===== config.mk =====
export PLATFORM = sky130hd
export DESIGN_NAME = tt_sweep_capture_flat
export DESIGN_NICKNAME = d
export VERILOG_FILES = /design/src/rtl/tt_sweep_capture_if.sv /design/src/rtl/tt_sweep_capture.sv /design/src/flat_wrapper.sv
export SDC_FILE = /design/constraint.sdc
export NUM_CORES = 1
export LEC_CHECK = 0
export ABC_CLOCK_PERIOD_IN_PS = 3800
export CORE_MARGIN = 1
export CORE_UTILIZATION = 55
export CTS_CLUSTER_DIAMETER = 50
export CTS_CLUSTER_SIZE = 28
export DETAILED_ROUTE_END_ITERATION = 7
export PLACE_DENSITY = 0.95
export REMOVE_ABC_BUFFERS = 1
export SLEW_MARGIN = 20
export SYNTH_ARGS = -nofsm -noshare
export SYNTH_HDL_FRONTEND = slang
export SYNTH_SLANG_ARGS = --single-unit

===== constraint.sdc =====
create_clock -name clk -period 3.8 [get_ports clk]
set_input_delay 0.95 -clock clk [delete_from_list [all_inputs] [get_ports clk]]
set_output_delay 0.95 -clock clk [all_outputs]
set_load 0.1 [all_outputs]

===== src/rtl/tt_sweep_capture_if.sv =====
// Signal bundle between the truth-table sweep harness and whoever drives it
// and hosts the function block under evaluation.
interface tt_sweep_capture_if;
    logic        start;
    logic        abort;
    logic [15:0] expected_tt;
    logic        y0;
    logic        x0;
    logic        x1;
    logic        x2;
    logic        x3;
    logic        busy;
    logic        done;
    logic [15:0] tt;
    logic [4:0]  ones;
    logic        tt_valid;
    logic        match;

    modport master (
        output start, abort, expected_tt, y0,
        input  x0, x1, x2, x3, busy, done, tt, ones, tt_valid, match
    );

    modport slave (
        input  start, abort, expected_tt, y0,
        output x0, x1, x2, x3, busy, done, tt, ones, tt_valid, match
    );
endinterface


===== src/rtl/tt_sweep_capture.sv =====
// Drives all 16 input vectors into a 4-input function block, samples y0 for
// each, and reports the truth table, its popcount and a compare result.
module tt_sweep_capture #(
    parameter int unsigned SETTLE = 0
) (
    input  logic               clk,
    input  logic               rst,
    tt_sweep_capture_if.slave  bus
);

    localparam logic [3:0] SETTLE_C = 4'(SETTLE);

    typedef enum logic [1:0] {
        ST_IDLE = 2'd0,
        ST_RUN  = 2'd1,
        ST_DONE = 2'd2
    } state_t;

    state_t      state_r;
    state_t      state_s;
    logic        accept_s;
    logic        abort_s;
    logic        sample_s;
    logic        last_s;

    logic [3:0]  idx_r;
    logic [3:0]  cnt_r;
    logic [3:0]  x_r;
    logic        busy_r;
    logic        done_r;
    logic [15:0] tt_r;
    logic [4:0]  ones_r;
    logic        tt_valid_r;
    logic [15:0] exp_r;

    // State register
    always_ff @(posedge clk or posedge rst) begin
        if (rst) begin
            state_r <= ST_IDLE;
        end else begin
            state_r <= state_s;
        end
    end

    // Next-state and per-cycle control strobes; abort takes priority over a sample
    always_comb begin
        state_s  = state_r;
        accept_s = 1'b0;
        abort_s  = 1'b0;
        sample_s = 1'b0;
        last_s   = 1'b0;
        case (state_r)
            ST_IDLE: begin
                if (bus.start) begin
                    accept_s = 1'b1;
                    state_s  = ST_RUN;
                end else begin
                    state_s  = ST_IDLE;
                end
            end
            ST_RUN: begin
                if (bus.abort) begin
                    abort_s = 1'b1;
                    state_s = ST_IDLE;
                end else if (cnt_r == SETTLE_C) begin
                    sample_s = 1'b1;
                    if (idx_r == 4'd15) begin
                        last_s  = 1'b1;
                        state_s = ST_DONE;
                    end else begin
                        state_s = ST_RUN;
                    end
                end else begin
                    state_s = ST_RUN;
                end
            end
            ST_DONE: begin
                state_s = ST_IDLE;
            end
            default: begin
                state_s = ST_IDLE;
            end
        endcase
    end

    // Sweep datapath: vector/settle counters, capture registers and outputs
    always_ff @(posedge clk or posedge rst) begin
        if (rst) begin
            idx_r      <= 4'd0;
            cnt_r      <= 4'd0;
            x_r        <= 4'd0;
            busy_r     <= 1'b0;
            done_r     <= 1'b0;
            tt_r       <= 16'd0;
            ones_r     <= 5'd0;
            tt_valid_r <= 1'b0;
            exp_r      <= 16'd0;
        end else begin
            done_r <= last_s;
            if (accept_s) begin
                exp_r      <= bus.expected_tt;
                tt_r       <= 16'd0;
                ones_r     <= 5'd0;
                tt_valid_r <= 1'b0;
                idx_r      <= 4'd0;
                cnt_r      <= 4'd0;
                x_r        <= 4'd0;
                busy_r     <= 1'b1;
            end else if (abort_s) begin
                idx_r      <= 4'd0;
                cnt_r      <= 4'd0;
                x_r        <= 4'd0;
                busy_r     <= 1'b0;
                tt_valid_r <= 1'b0;
            end else if (sample_s) begin
                tt_r[idx_r] <= bus.y0;
                ones_r      <= ones_r + {4'd0, bus.y0};
                cnt_r       <= 4'd0;
                if (last_s) begin
                    idx_r      <= 4'd0;
                    x_r        <= 4'd0;
                    busy_r     <= 1'b0;
                    tt_valid_r <= 1'b1;
                end else begin
                    idx_r <= idx_r + 4'd1;
                    x_r   <= idx_r + 4'd1;
                end
            end else if (state_r == ST_RUN) begin
                cnt_r <= cnt_r + 4'd1;
            end else begin
                cnt_r <= cnt_r;
            end
        end
    end

    assign bus.x0       = x_r[0];
    assign bus.x1       = x_r[1];
    assign bus.x2       = x_r[2];
    assign bus.x3       = x_r[3];
    assign bus.busy     = busy_r;
    assign bus.done     = done_r;
    assign bus.tt       = tt_r;
    assign bus.ones     = ones_r;
    assign bus.tt_valid = tt_valid_r;
    assign bus.match    = tt_valid_r && (tt_r == exp_r);

endmodule


===== src/flat_wrapper.sv =====
// flat-port wrapper written by rule: the top's interface ports become plain ports
module tt_sweep_capture_flat 
#(
    parameter int unsigned SETTLE = 0
)
  (clk, rst, bus_start, bus_abort, bus_expected_tt, bus_y0, bus_x0, bus_x1, bus_x2, bus_x3, bus_busy, bus_done, bus_tt, bus_ones, bus_tt_valid, bus_match);
  tt_sweep_capture_if bus_i ();
  input  logic clk;
  input  logic rst;
  input wire logic [$bits(bus_i.start)-1:0] bus_start;
  input wire logic [$bits(bus_i.abort)-1:0] bus_abort;
  input wire logic [$bits(bus_i.expected_tt)-1:0] bus_expected_tt;
  input wire logic [$bits(bus_i.y0)-1:0] bus_y0;
  output wire logic [$bits(bus_i.x0)-1:0] bus_x0;
  output wire logic [$bits(bus_i.x1)-1:0] bus_x1;
  output wire logic [$bits(bus_i.x2)-1:0] bus_x2;
  output wire logic [$bits(bus_i.x3)-1:0] bus_x3;
  output wire logic [$bits(bus_i.busy)-1:0] bus_busy;
  output wire logic [$bits(bus_i.done)-1:0] bus_done;
  output wire logic [$bits(bus_i.tt)-1:0] bus_tt;
  output wire logic [$bits(bus_i.ones)-1:0] bus_ones;
  output wire logic [$bits(bus_i.tt_valid)-1:0] bus_tt_valid;
  output wire logic [$bits(bus_i.match)-1:0] bus_match;
  assign bus_i.start = bus_start;
  assign bus_i.abort = bus_abort;
  assign bus_i.expected_tt = bus_expected_tt;
  assign bus_i.y0 = bus_y0;
  assign bus_x0 = bus_i.x0;
  assign bus_x1 = bus_i.x1;
  assign bus_x2 = bus_i.x2;
  assign bus_x3 = bus_i.x3;
  assign bus_busy = bus_i.busy;
  assign bus_done = bus_i.done;
  assign bus_tt = bus_i.tt;
  assign bus_ones = bus_i.ones;
  assign bus_tt_valid = bus_i.tt_valid;
  assign bus_match = bus_i.match;
  tt_sweep_capture #(.SETTLE(SETTLE)) u_core (.clk(clk), .rst(rst), .bus(bus_i));
endmodule

==> results.md <==
Clock network:
- Once the clock tree was built, the setup fixing pass inserted 0 buffers.
- The number of buffers created by CTS is 5.
- Post-CTS repair changed the size of 0 cells.
- The clock root buffer is clkbuf_8.
- The insertion delay to the later sink of the worst-skew pair is 0.30 ns.
- The tree built by TritonCTS fans out to 50 sinks.
- The clock-pin slew of the registers on the worst-case setup and hold paths is 0.08 ns.
- Hold repair after CTS inserted 0 buffers.
- TritonCTS built the clock tree.
- The longest clock path from root to sink contains 2 buffers.
- The number of levels the H-tree was split into is 2.

Floorplan:
- The floorplan step defined a die boundary enclosing 0.004730 mm^2.
- For this configuration, the core starts out at a cell density of 59.18%.
- In this run the core area contains 23 standard-cell rows.
- The die is 68.78 um wide.
- The core region is roughly 0.0041 mm^2.
- The height of the die is 68.78 um.
- For this design the top-level I/O count stands at 50.

Synth:
- The number of warnings issued by yosys is 0.
- The total standard cell area after synthesis is ~0.0025 mm^2.
- The average instance in the mapped netlist occupies 9.542 um^2.
- Yosys instantiated no cell more often than nand2_1.
- The number of instances in the synthesized netlist is 257.
- For this run, the register share of the synthesized area comes to 51.02%.
- By area the synthesized netlist is led by dfrtp_1, nand2_1, mux2i_1.
- Yosys mapped a number of flops with a built-in enable equal to 0.
- By count the netlist is led by nand2_1, dfrtp_1, nand3_1, mux2i_1, o21ai_0.
- The top cell type's share of synthesized area is between 50% and 60%.
- Counting flops with an async set or reset pin after synthesis yields a share of 100.0%.
- The dominant synthesized flop cell is dfrtp_1.
- The top cell type by total area after synthesis is dfrtp_1.
- The count of unique library cells instantiated by Yosys is 31.
- The number of synthesized register bits is 50.

Route:
- The number of remaining DRC errors is 0.
- Once detail routing completed, the nets flagged for antenna violations numbered 0.
- The total wire length is 5227 um.
- After detailed routing, the average wire length per cell comes to 14.85 um.
- The per-cell via count in the routed design is between 5 and 6.
- The iteration-0 DRC count of the detailed router is 131.
- The number of iterations in the first detailed-routing pass is 4.
- The final route contains 1951 vias.

STA:
- The worst slew slack as a fraction of its limit is between 30% and 40%.
- The number of failing hold endpoints at the final stage is 0.
- The final setup violation count is 0.
- The share of the clock period used by the worst path after layout is 75.72%.
- The maximum clock frequency is 347.6 MHz.
- The routed design could run at a clock period as short as 2.877 ns.
- Setup repair after global routing left no endpoint under its margin.
- The final hold slack is ~0.48 ns.
- Between clock sinks in the finished design, the worst skew comes to between 0.005 and 0.006 ns.
- The count of pins over their slew limit came to 0.
- The setup TNS is 0 ns.
- The slew of the pin with the lowest slew margin is 1.002 ns.

Status:
- The run finished with clean final reports.

Placed design:
- Detailed placement finished with a half-perimeter wire length of 3575 um.
- At the end of routability-driven placement, the weighted congestion stood at 0.8833.
- The placed instance area is 0.002943 mm^2.
- The count of input and output buffers is 49.

Global routing:
- The initial antenna violation count came to 0.
- The wire length of the first global-routing pass is between 8000 and 9000 um.
- Global routing finished with a remaining overflow of 0.
- The maximum number of pins on one net before global-route repair is between 50 and 60.
- The aggregate global-route resource usage is 24.01%.
- The via count of the first global-routing pass is 1786.

Critical path:
- The category of the worst setup path capture point is a primary output.
- The arrival time at the worst endpoint is 1.93 ns.
- The critical path startpoint category is a flip-flop.
- The critical-path maximum fanout is 3.
- The critical path required time is 2.85 ns.
- The critical path is of the flip-flop to primary output type.

Final layout:
- The count of nets after finishing is 332.
- The area growth from synthesis to layout is 23.42%.
- Summing all non-filler instances in the final layout gives an area of 0.003027 mm^2.
- The post-route netlist has 5.629% of its cells at a drive strength greater than 1.
- 0 antenna diodes ended up in the layout.

Run:
- The tool flagged a number of max-cap violations equal to 0.

Power and ir drop:
- In this run the power density over the cells is 426.6 mW/mm^2.
- The static power due to leakage is 1.435 nW.
- The maximum resistive drop on vdd is 0.2594 mV.

Hold path:
- The path class of the tightest hold or removal check is flip-flop to flip-flop.
cells by family (layout without fill, tap and decap cells):
kind of cell             count (synthesis)  count (layout)  synth area share, %
AO/OA/AOI/OAI                           18              18                4.184
multiplexers                            15              15                6.122
AND/OR/NAND/NOR                        130             130                24.24
XOR/XNOR                                20              20                7.143
adder cells (fa/ha/maj)                  8               8                4.082
flip-flops                              50              50                51.02
buffers and inverters                   16              61                3.214
final cells by class:
type                       count  area (um^2)
multi-input combinational    191         1122
inverter                       5        20.02
tap                           50        62.56
timing repair buffer          50        488.0
sequential                    50         1251
clock buffer                   6        82.58
fill                         313         1117
sequential cells by signal, summed over array words and instances (netlist names):
name                 count
u_core.idx_r             4
u_core.bus.ones          5
u_core.bus.tt_valid      1
u_core.cnt_r             4
u_core.state_r           2
u_core.bus.tt           16
u_core.exp_r            16
u_core.bus.busy          1
u_core.bus.done          1
power by group:
part	internal [W]	switching [W]	total (W)
Sequential	0.000586	0.0000487	0.000635
Clock	0.000141	0.000158	0.000299
Combinational	0.000117	0.000241	0.000357
worst paths after layout:
kind                                           startpoint                        endpoint  slack, ns  cells after the start
hold reg to reg            u_core.bus.ones[4]$_DFFE_PP0P_  u_core.bus.ones[4]$_DFFE_PP0P_       0.48                      1
setup reg to reg              u_core.cnt_r[0]$_DFFE_PP0P_    u_core.bus.tt[0]$_DFFE_PP0P_       1.85                      6
max in group asynchronous                             rst   u_core.bus.tt[13]$_DFFE_PP0P_       2.20                      2
min in group asynchronous                             rst  u_core.bus.ones[3]$_DFFE_PP0P_       1.11                      2
hold / removal             u_core.bus.ones[4]$_DFFE_PP0P_  u_core.bus.ones[4]$_DFFE_PP0P_       0.48                      1
setup / recovery             u_core.bus.tt[9]$_DFFE_PP0P_                       bus_match       0.92                      5
stage by stage:
step                util (%)  power [W]  worst slack, ns  std cells
global placement       71.01  0.0009852            1.228        346
detailed placement     71.01  0.0009996            1.207        346
CTS                    73.01   0.001299           0.8966        352
global route           73.04   0.001354           0.8029        352
floorplan                  -  0.0008951           -1.486        246
finish                 73.04   0.001291           0.9228        352
critical path, cell delays in order, from the launching register on:
cell and delay, ns:
dfrtp_1 0.41, xor2_1 0.17, nor4_1 0.29, nand4_1 0.17, nor4_1 0.26, buf_4 0.34
routing by layer:
metal	share of wire (%)	global-route usage, %
met1	45	32.80
met2	49	37.87
met3	4.7	5.099
met4	2.0	8.418
met5	0	0
cells in the final DEF, fill, tap and decap left out, types with 8 or more instances in the layout:
cell type,instances
xor2_1,8
xnor2_1,12
clkdlybuf4s50_1,45
nand2_1,81
mux2i_1,15
o21ai_0,13
dfrtp_1,50
nand3_1,20
ha_1,8
nand4_1,9
Power figures use the tool's default switching activity.
